## config.mk

```make
export PLATFORM = sky130hd
export DESIGN_NAME = pipe_queue
export DESIGN_NICKNAME = d
export VERILOG_FILES = /design/src/rtl/pipe_queue_pkg.sv /design/src/rtl/pipe_queue_ram.sv /design/src/rtl/pipe_queue.sv
export SDC_FILE = /design/constraint.sdc
export NUM_CORES = 1
export LEC_CHECK = 0
export ABC_AREA = 1
export ABC_CLOCK_PERIOD_IN_PS = 8000
export CAP_MARGIN = 15
export CORE_UTILIZATION = 50
export DETAILED_ROUTE_END_ITERATION = 8
export PLACE_DENSITY_LB_ADDON = 0.12
export SETUP_SLACK_MARGIN = 0.15
export SLEW_MARGIN = 30
export SYNTH_ARGS = -nofsm -noshare
export SYNTH_HDL_FRONTEND = slang
export SYNTH_HIERARCHICAL = 1
export SYNTH_SLANG_ARGS = --single-unit
```

## constraint.sdc

```tcl
create_clock -name i_clk -period 8 [get_ports i_clk]
set_input_delay 1.6 -clock i_clk [delete_from_list [all_inputs] [get_ports i_clk]]
set_output_delay 1.6 -clock i_clk [all_outputs]
set_load 0.02 [all_outputs]
```

## src/rtl/pipe_queue_pkg.sv

```systemverilog
// Shared configuration for pipe_queue: default sizing and legal DEPTH range.
// No logic; constants and a legality helper only.
package pipe_queue_pkg;
  localparam int DEFAULT_WIDTH = 64;
  localparam int DEFAULT_DEPTH = 4;
  localparam int MIN_DEPTH     = 2;
  localparam int MAX_DEPTH     = 32;

  function automatic bit depth_ok(input int depth);
    return (depth >= MIN_DEPTH) && (depth <= MAX_DEPTH) && ((depth & (depth - 1)) == 0);
  endfunction
endpackage

```

## src/rtl/pipe_queue_ram.sv

```systemverilog
// Entry storage for pipe_queue: DEPTH x WIDTH, one write port, async read, no reset.
// Latency: write visible on read port the cycle after the write edge.
// Backpressure: none; the caller qualifies i_we.
module pipe_queue_ram
  import pipe_queue_pkg::*;
#(
  parameter int WIDTH = DEFAULT_WIDTH,
  parameter int DEPTH = DEFAULT_DEPTH,
  parameter int AW    = $clog2(DEPTH)
) (
  input  logic             i_clk,
  input  logic             i_we,
  input  logic [AW-1:0]    i_waddr,
  input  logic [WIDTH-1:0] i_wdata,
  input  logic [AW-1:0]    i_raddr,
  output logic [WIDTH-1:0] o_rdata
);

  logic [WIDTH-1:0] mem [DEPTH];

  always_ff @(posedge i_clk) begin
    if (i_we) mem[i_waddr] <= i_wdata;
  end

  assign o_rdata = mem[i_raddr];

endmodule

```

## src/rtl/pipe_queue.sv

```systemverilog
// Inter-stage pipeline queue with flush; same-cycle bypass when PIPE_QUEUE_BYPASS_EN is defined.
// Latency: one cycle enqueue to o_valid (zero with bypass on an empty queue).
// Backpressure: o_stall is purely registered (count == DEPTH); a same-cycle pop never frees a full slot.
module pipe_queue
  import pipe_queue_pkg::*;
#(
  parameter int WIDTH = DEFAULT_WIDTH,
  parameter int DEPTH = DEFAULT_DEPTH
) (
  input  logic                       i_clk,
  input  logic                       i_rst_n,
  input  logic                       i_flush,
  input  logic                       i_valid,
  input  logic [WIDTH-1:0]           i_data,
  output logic                       o_stall,
  output logic                       o_valid,
  output logic [WIDTH-1:0]           o_data,
  input  logic                       i_stall,
  output logic [$clog2(DEPTH+1)-1:0] o_count
);

  localparam int AW = $clog2(DEPTH);
  localparam int CW = $clog2(DEPTH + 1);
  localparam logic [CW-1:0] FULL_CNT = CW'(DEPTH);

  if (!depth_ok(DEPTH)) begin : g_bad_depth
    $error("pipe_queue: DEPTH must be a power of two in the legal range");
  end

  logic [CW-1:0]    count;
  logic [AW-1:0]    head;
  logic [AW-1:0]    tail;
  logic [WIDTH-1:0] head_data;
  logic             full;
  logic             empty;
  logic             enq;
  logic             deq;
  logic             wr_en;
  logic             rd_en;

  assign full    = (count == FULL_CNT);
  assign empty   = (count == '0);
  assign o_stall = full;
  assign o_count = count;

  assign enq = i_valid && !full && !i_flush;
  assign deq = o_valid && !i_stall && !i_flush;

`ifdef PIPE_QUEUE_BYPASS_EN
  // On an empty queue the input is shown directly; it is only stored if downstream stalls.
  assign o_valid = (!empty || i_valid) && !i_flush;
  assign o_data  = empty ? i_data : head_data;
  assign wr_en   = enq && !(empty && deq);
  assign rd_en   = deq && !empty;
`else
  assign o_valid = !empty && !i_flush;
  assign o_data  = head_data;
  assign wr_en   = enq;
  assign rd_en   = deq;
`endif

  always_ff @(posedge i_clk or negedge i_rst_n) begin
    if (!i_rst_n) begin
      count <= '0;
      head  <= '0;
      tail  <= '0;
    end else if (i_flush) begin
      count <= '0;
      head  <= '0;
      tail  <= '0;
    end else begin
      // DEPTH is a power of two, so pointers wrap by natural overflow.
      if (wr_en) tail <= tail + 1'b1;
      if (rd_en) head <= head + 1'b1;
      case ({wr_en, rd_en})
        2'b10:   count <= count + 1'b1;
        2'b01:   count <= count - 1'b1;
        default: count <= count;
      endcase
    end
  end

  pipe_queue_ram #(
    .WIDTH (WIDTH),
    .DEPTH (DEPTH),
    .AW    (AW)
  ) u_ram (
    .i_clk   (i_clk),
    .i_we    (wr_en),
    .i_waddr (tail),
    .i_wdata (i_data),
    .i_raddr (head),
    .o_rdata (head_data)
  );

endmodule

```

==> results of run 1 <==
routing by layer:
metal / share of wire [%] / track usage, % / up-vias
met5: 0.057 / 0 / -
met4: 2.4 / 5.45 / 2
met3: 6.0 / 3.86 / 37
met2: 48 / 32.6 / 160
met1: 43 / 24.7 / 3292
li1: - / - / 3583
flip-flops by register name (all words and copies together), names as in the netlist:
register   count
o_count        3
head           2
tail           2
u_ram/mem    256
cells by family after synthesis:
logic type               after synthesis  synth area share, %
AND/OR/NAND/NOR                      481                 17.8
AO/OA/AOI/OAI                          7                0.436
buffers and inverters                312                 11.2
flip-flops                           263                 70.3
XOR/XNOR                               1               0.0783
adder cells (fa/ha/maj)                1                0.179
layout by cell type, fill, tap and decap left out, types with 2 or more instances in the layout:
cell type	instances
a21oi_2	2
buf_4	9
clkbuf_1	8
clkbuf_16	27
clkdlybuf4s50_1	137
clkinv_1	8
clkinv_2	3
dfrtp_1	5
edfxtp_1	256
inv_1	267
inv_2	3
nand2_1	338
nand2_2	3
nand3_1	130
nor2_1	3
nor3_2	4
o21ai_0	2
final cells by class:
type	instances	area (µm²)	share of cell area (%)
sequential	263	7870	57.9
multi-input combinational	490	2090	15.4
timing repair buffer	148	1470	10.8
inverter	271	1020	7.51
clock buffer	35	706	5.20
tap	280	350	2.58
clock inverter	12	75.1	0.553
critical path, cell delays in order (launching register included):
cell             delay (ps)
dfrtp_4                 690
inv_4                   610
buf_4                   630
nand2_1                 120
nand3_1                 100
nand2_1                  90
clkdlybuf4s50_1         540
how the worst max path moves through the flow:
stage                     slack, ps  depth (start not counted)         endpoint
after CTS                      2960                          6       o_data[56]
final                          2980                          6       o_data[59]
after detailed placement       3450                          3          o_valid
after floorplan                1260                          4  u_ram/mem[0][0]
after global placement         3480                          3          o_valid
after global routing           2720                          6       o_data[59]
stage by stage:
stage                     total power [W]  util [%]  hold WS, ps
final                             0.00403      62.0          581
after global placement            0.00294      58.4          576
after CTS                         0.00408      62.0          591
after floorplan                   0.00244         -          489
after global routing              0.00426      62.0          608
after detailed placement          0.00296      58.5          586
where the power goes:
part | total, W | leakage, nW | switching, W | internal, W
Clock | 0.00112 | 0.381 | 0.000472 | 0.000646
Combinational | 0.00126 | 3.18 | 0.000764 | 0.000498
Sequential | 0.00165 | 2.41 | 0.0000571 | 0.00160
Total | 0.00403 | 5.98 | 0.00129 | 0.00274
==> results.py, run 1 <==
metrics = {
    "outcome": {
        "run_status": "completed",
    },
    "floorplanning": {
        "pin_count": 138,
        "core-area_um2": 21900,
        "die_height_um": 152,
        "dieArea_um2": 23000,
        "start_util_pct": 51.1,
        "die_w_um": 152,
        "rows": 54,
    },
    "global_route": {
        "grt_pass1_vias": 6577,
        "grt_max_degree": 85,
        "grt-ovfl-total": 0,
        "antenna_found_initial": 1,
        "grt_pass1_wl_um": 33100,
        "track_usage_pct": 19.1,
    },
    "final_layout": {
        "n_fill_cell": 1766,
        "drive_gt1_share_pct": 4.92,
        "design_area_um2": 13600,
        "fin_nets": 1271,
        "layout.cells.non_filler": 1499,
        "syn2layout_area_growth_pct": 21.4,
        "antenna_cells": 0,
    },
    "logic_synthesis": {
        "synth-edff-count": 256,
        "syn_area_um2": 11200,
        "synth_seq_cells": 263,
        "ys_async_sr_fraction_pct": 2.66,
        "yosysTopAreaCell": "edfxtp_1",
        "avgSynthCellArea_um2": 10.5,
        "synth_top_flop_cell": "edfxtp_1",
        "ys_seq_area_share_pct": 70.3,
        "yosys-top-cells-area": "edfxtp_1 69%, nand2_1 11%, inv_1 9.0%",
        "synth_nets": 1135,
        "yosys.cell_types.count": 23,
        "yosys_warnings": 6,
        "synth_most_common_cell": "nand2_1",
        "syn_inst": 1065,
        "synth_top_area_share_pct": 68.7,
        "ys_top_cells_by_count": "338 x nand2_1, 267 x inv_1, 256 x edfxtp_1",
    },
    "sta": {
        "setup_violations": 0,
        "slew_headroom_pct": 36.5,
        "fin_crit_ps": 5020,
        "period_share_pct": 62.8,
        "finalMaxSlewViolations": 0,
        "setup_tns_ps": 0,
        "rsz0062_at_grt": "false",
        "fin_skew_ps": 5.67,
        "worst_slack_ps": 2980,
        "max_slew.worst_pin.slew_ps": 953,
        "hold_violations": 0,
        "max_freq_mhz": 199,
    },
    "setup_path": {
        "critical_path_class": "register to primary output",
        "cp-end-kind": "primary output",
        "regToRegEndpoint": "u_ram/mem[0][38]",
        "cp.required_ps": 6400,
        "worst-r2r-cell-count": 8,
        "cp-start-kind": "register",
        "crit_arrival_ps": 3420,
        "path_max_fanout": 75,
        "r2r_slack_ps": 5750,
        "cp-startpoint": "head[0]",
        "reg2reg_from": "o_count[0]",
    },
    "flow_run": {
        "drv_cap": 0,
    },
    "clock_tree": {
        "h-tree-depth": 1,
        "cts_buffers": 27,
        "clockBufferDepth": 3,
        "ctsResizeCount": 0,
        "postCtsHoldBufs": 0,
        "cts_setup_buffers": 0,
        "clkSlewWorstSetupHoldPaths_ps": 50,
        "clkLatencyLatePin_ps": 520,
        "cts_tree": "yes",
        "clock-sinks": 263,
        "cts-root-buf": "clkbuf_16",
    },
    "min_path": {
        "min_path_cells": 1,
        "worstHoldPathType": "register to register",
        "holdPathEnd": "o_count[0]",
        "worstHoldStart": "o_count[0]",
    },
    "route": {
        "vias_per_cell": 4.72,
        "wl_per_cell_um": 14.1,
        "wl_um": 21200,
        "vias": 7074,
        "dr.pass1.iters": 4,
        "final_antenna_net_count": 0,
        "drc": 0,
        "first_iter_violations": 398,
    },
    "placed_design": {
        "hpwl_um": 11400,
        "dp_cells": 1452,
        "io_buffers": 137,
        "dp_slack_ps": 3450,
        "globalplace.congestion": 0.775,
        "placed_cell_area_um2": 12800,
    },
    "power_and_ir_drop": {
        "leakagePower_nw": 5.98,
        "p_per_area_nw_per_um2": 297,
        "ir_worst_vdd_uv": 274,
    },
}
(Power assumes the default switching activity.)
==> run 2, diff against run 1 <==
--- a/config.mk
+++ b/config.mk
@@ -6,7 +6,7 @@
 export NUM_CORES = 1
 export LEC_CHECK = 0
 export ABC_AREA = 1
-export ABC_CLOCK_PERIOD_IN_PS = 8000
+export ABC_CLOCK_PERIOD_IN_PS = 4400
 export CAP_MARGIN = 15
 export CORE_UTILIZATION = 50
 export DETAILED_ROUTE_END_ITERATION = 8
==> constraint.sdc (replaced) <==
create_clock -name i_clk -period 4.4 [get_ports i_clk]
set_input_delay 0.88 -clock i_clk [delete_from_list [all_inputs] [get_ports i_clk]]
set_output_delay 0.88 -clock i_clk [all_outputs]
set_load 0.02 [all_outputs]
==> run 2 against run 1 <==
First-iteration DRC count down 7.0%; die area unchanged; critical path type unchanged; wire length up 4.1%; clock-buffer cell count up 4; setup slack worse by 2000 ps; clock power up 88%; clock skew about the same; sequential power up 79%; register-to-register slack worse by 3600 ps; largest cell class unchanged; non-clock buffer count up 1; highest routed layer is now met4.
==> results.py, run 2 (same netlist as run 1, synthesis figures left out) <==
metrics = {
    "global_route": {
        "grt_max_degree": 130,
        "antenna_found_initial": 1,
        "track_usage_pct": 19.5,
        "grt-ovfl-total": 0,
        "grt_pass1_wl_um": 34200,
        "grt_pass1_vias": 6804,
    },
    "min_path": {
        "worstHoldStart": "o_count[0]",
        "min_path_cells": 1,
        "holdPathEnd": "o_count[0]",
        "worstHoldPathType": "register to register",
    },
    "setup_path": {
        "crit_chain": "buf_4, nand3_1, nand2_1, clkdlybuf4s50_1",
        "crit_path_top_delay_cell": "buf_4",
        "slowest_delay_ps": 680,
        "cp.required_ps": 3520,
        "critical_path_class": "register to primary output",
        "cp-end-kind": "primary output",
        "worst-r2r-cell-count": 7,
        "crit_arrival_ps": 2520,
        "cp-start-kind": "register",
        "reg2reg_from": "o_count[0]",
        "path_max_fanout": 66,
        "r2r_slack_ps": 2130,
        "regToRegEndpoint": "u_ram/mem[1][18]",
    },
    "power_and_ir_drop": {
        "internal_power_w": 0.00506,
        "p_per_area_nw_per_um2": 544,
        "ir_worst_vdd_uv": 464,
        "total_power_w": 0.00745,
        "p_switching_w": 0.00239,
        "power_frac_seq_pct": 39.6,
        "netSwitchingFraction_pct": 32.0,
        "p_comb_share_pct": 32.1,
        "pwr-share-clk_pct": 28.2,
        "leakagePower_nw": 6.02,
    },
    "route": {
        "drc": 0,
        "wl_um": 22100,
        "vias": 7122,
        "dr.pass1.iters": 5,
        "vias_per_cell": 4.74,
        "wl_per_cell_um": 14.7,
        "first_iter_violations": 370,
        "final_antenna_net_count": 0,
    },
    "sta": {
        "setup_violations": 0,
        "max_slew.worst_pin.slew_ps": 852,
        "fin_crit_ps": 3400,
        "rsz0062_at_grt": "false",
        "holdWs_ps": 580,
        "fin_skew_ps": 5.72,
        "max_freq_mhz": 294,
        "finalMaxSlewViolations": 0,
        "hold_violations": 0,
        "period_share_pct": 77.2,
        "slew_headroom_pct": 43.2,
    },
    "final_layout": {
        "design_area_um2": 13700,
        "top_register": "u_ram/mem",
        "layout_common_cells": "338 x nand2_1, 267 x inv_1, 256 x edfxtp_1",
        "drive_gt1_share_pct": 5.24,
        "multi_input_area_um2": 2090,
        "layout.cells.non_filler": 1502,
        "layout_commonest_cell": "nand2_1",
        "largest_reg_flops": 256,
        "fin_nets": 1271,
        "n_fill_cell": 1781,
        "regArea_um2": 7870,
        "syn2layout_area_growth_pct": 22.4,
        "final_core_util_pct": 62.5,
    },
    "clock_tree": {
        "clkSlewWorstSetupHoldPaths_ps": 60,
        "ctsResizeCount": 0,
        "cts_tree": "yes",
        "cts_setup_buffers": 0,
        "h-tree-depth": 1,
        "clock-sinks": 263,
        "clockBufferDepth": 3,
        "clkLatencyLatePin_ps": 520,
        "postCtsHoldBufs": 0,
        "cts_buffers": 26,
        "cts-root-buf": "clkbuf_16",
    },
    "flow_run": {
        "drv_cap": 0,
    },
    "outcome": {
        "run_status": "completed",
    },
    "floorplanning": {
        "start_util_pct": 51.1,
        "die_height_um": 152,
        "core-area_um2": 21900,
        "dieArea_um2": 23000,
        "rows": 54,
        "pin_count": 138,
        "die_w_um": 152,
    },
    "placed_design": {
        "io_buffers": 137,
        "placed_cell_area_um2": 12900,
        "hpwl_um": 11900,
        "globalplace.congestion": 0.736,
        "dp_cells": 1453,
    },
}
run 2: changes by cell type in the layout (fill, tap and decap cells not counted), moves of 3 or more:
cell,previous run,this run
buf_12,1,6
buf_4,9,6
clkbuf_8,0,3
clkinv_1,8,5
run 2: area by class of cell:
class | count | share of cell area (%)
diodes | 1 | 0.0183
inverters | 271 | 7.45
multi-input cells | 490 | 15.3
well taps | 280 | 2.56
flip-flops and latches | 263 | 57.5
clock buffers | 39 | 5.49
clock inverters | 9 | 0.485
repair buffers | 149 | 11.2
run 2: critical path, delay by kind of cell, from the launching register on:
family,cells,cell delay (ps)
flip-flops,1,360
AND/OR/NAND/NOR,2,330
buffers and inverters,2,1300
run 2: metal layers:
layer / track usage, % / part of all wire [%]
met1: 24.9 / 43
met2: 33.9 / 49
met3: 3.17 / 5.9
met4: 6.24 / 2.3
met5: 0 / 0
run 2: power groups by stage:
stage	sequential, W	combinational (W)	clock [W]
floorplan	0.00303	0.00141	0
global placement	0.00300	0.00240	0
detailed placement	0.00301	0.00242	0
CTS	0.00295	0.00243	0.00215
global route	0.00296	0.00262	0.00224
finish	0.00295	0.00239	0.00210
run 2: how the worst max path moves through the flow:
stage | start | to | slack, ps
CTS | head[1] | o_data[8] | 960
detailed placement | i_flush | o_valid | 1280
finish | head[1] | o_data[8] | 1000
global route | head[1] | o_data[8] | 830
floorplan | i_valid | u_ram/mem[0][0] | -1620
global placement | i_flush | o_valid | 1300
run 2: through the flow:
| stage | setup TNS, ps | worst slack [ps] |
|---|---|---|
| detailed placement | 0 | 1280 |
| finish | 0 | 1000 |
| floorplan | -413980 | -1620 |
| CTS | 0 | 958 |
| global route | 0 | 834 |
| global placement | 0 | 1300 |
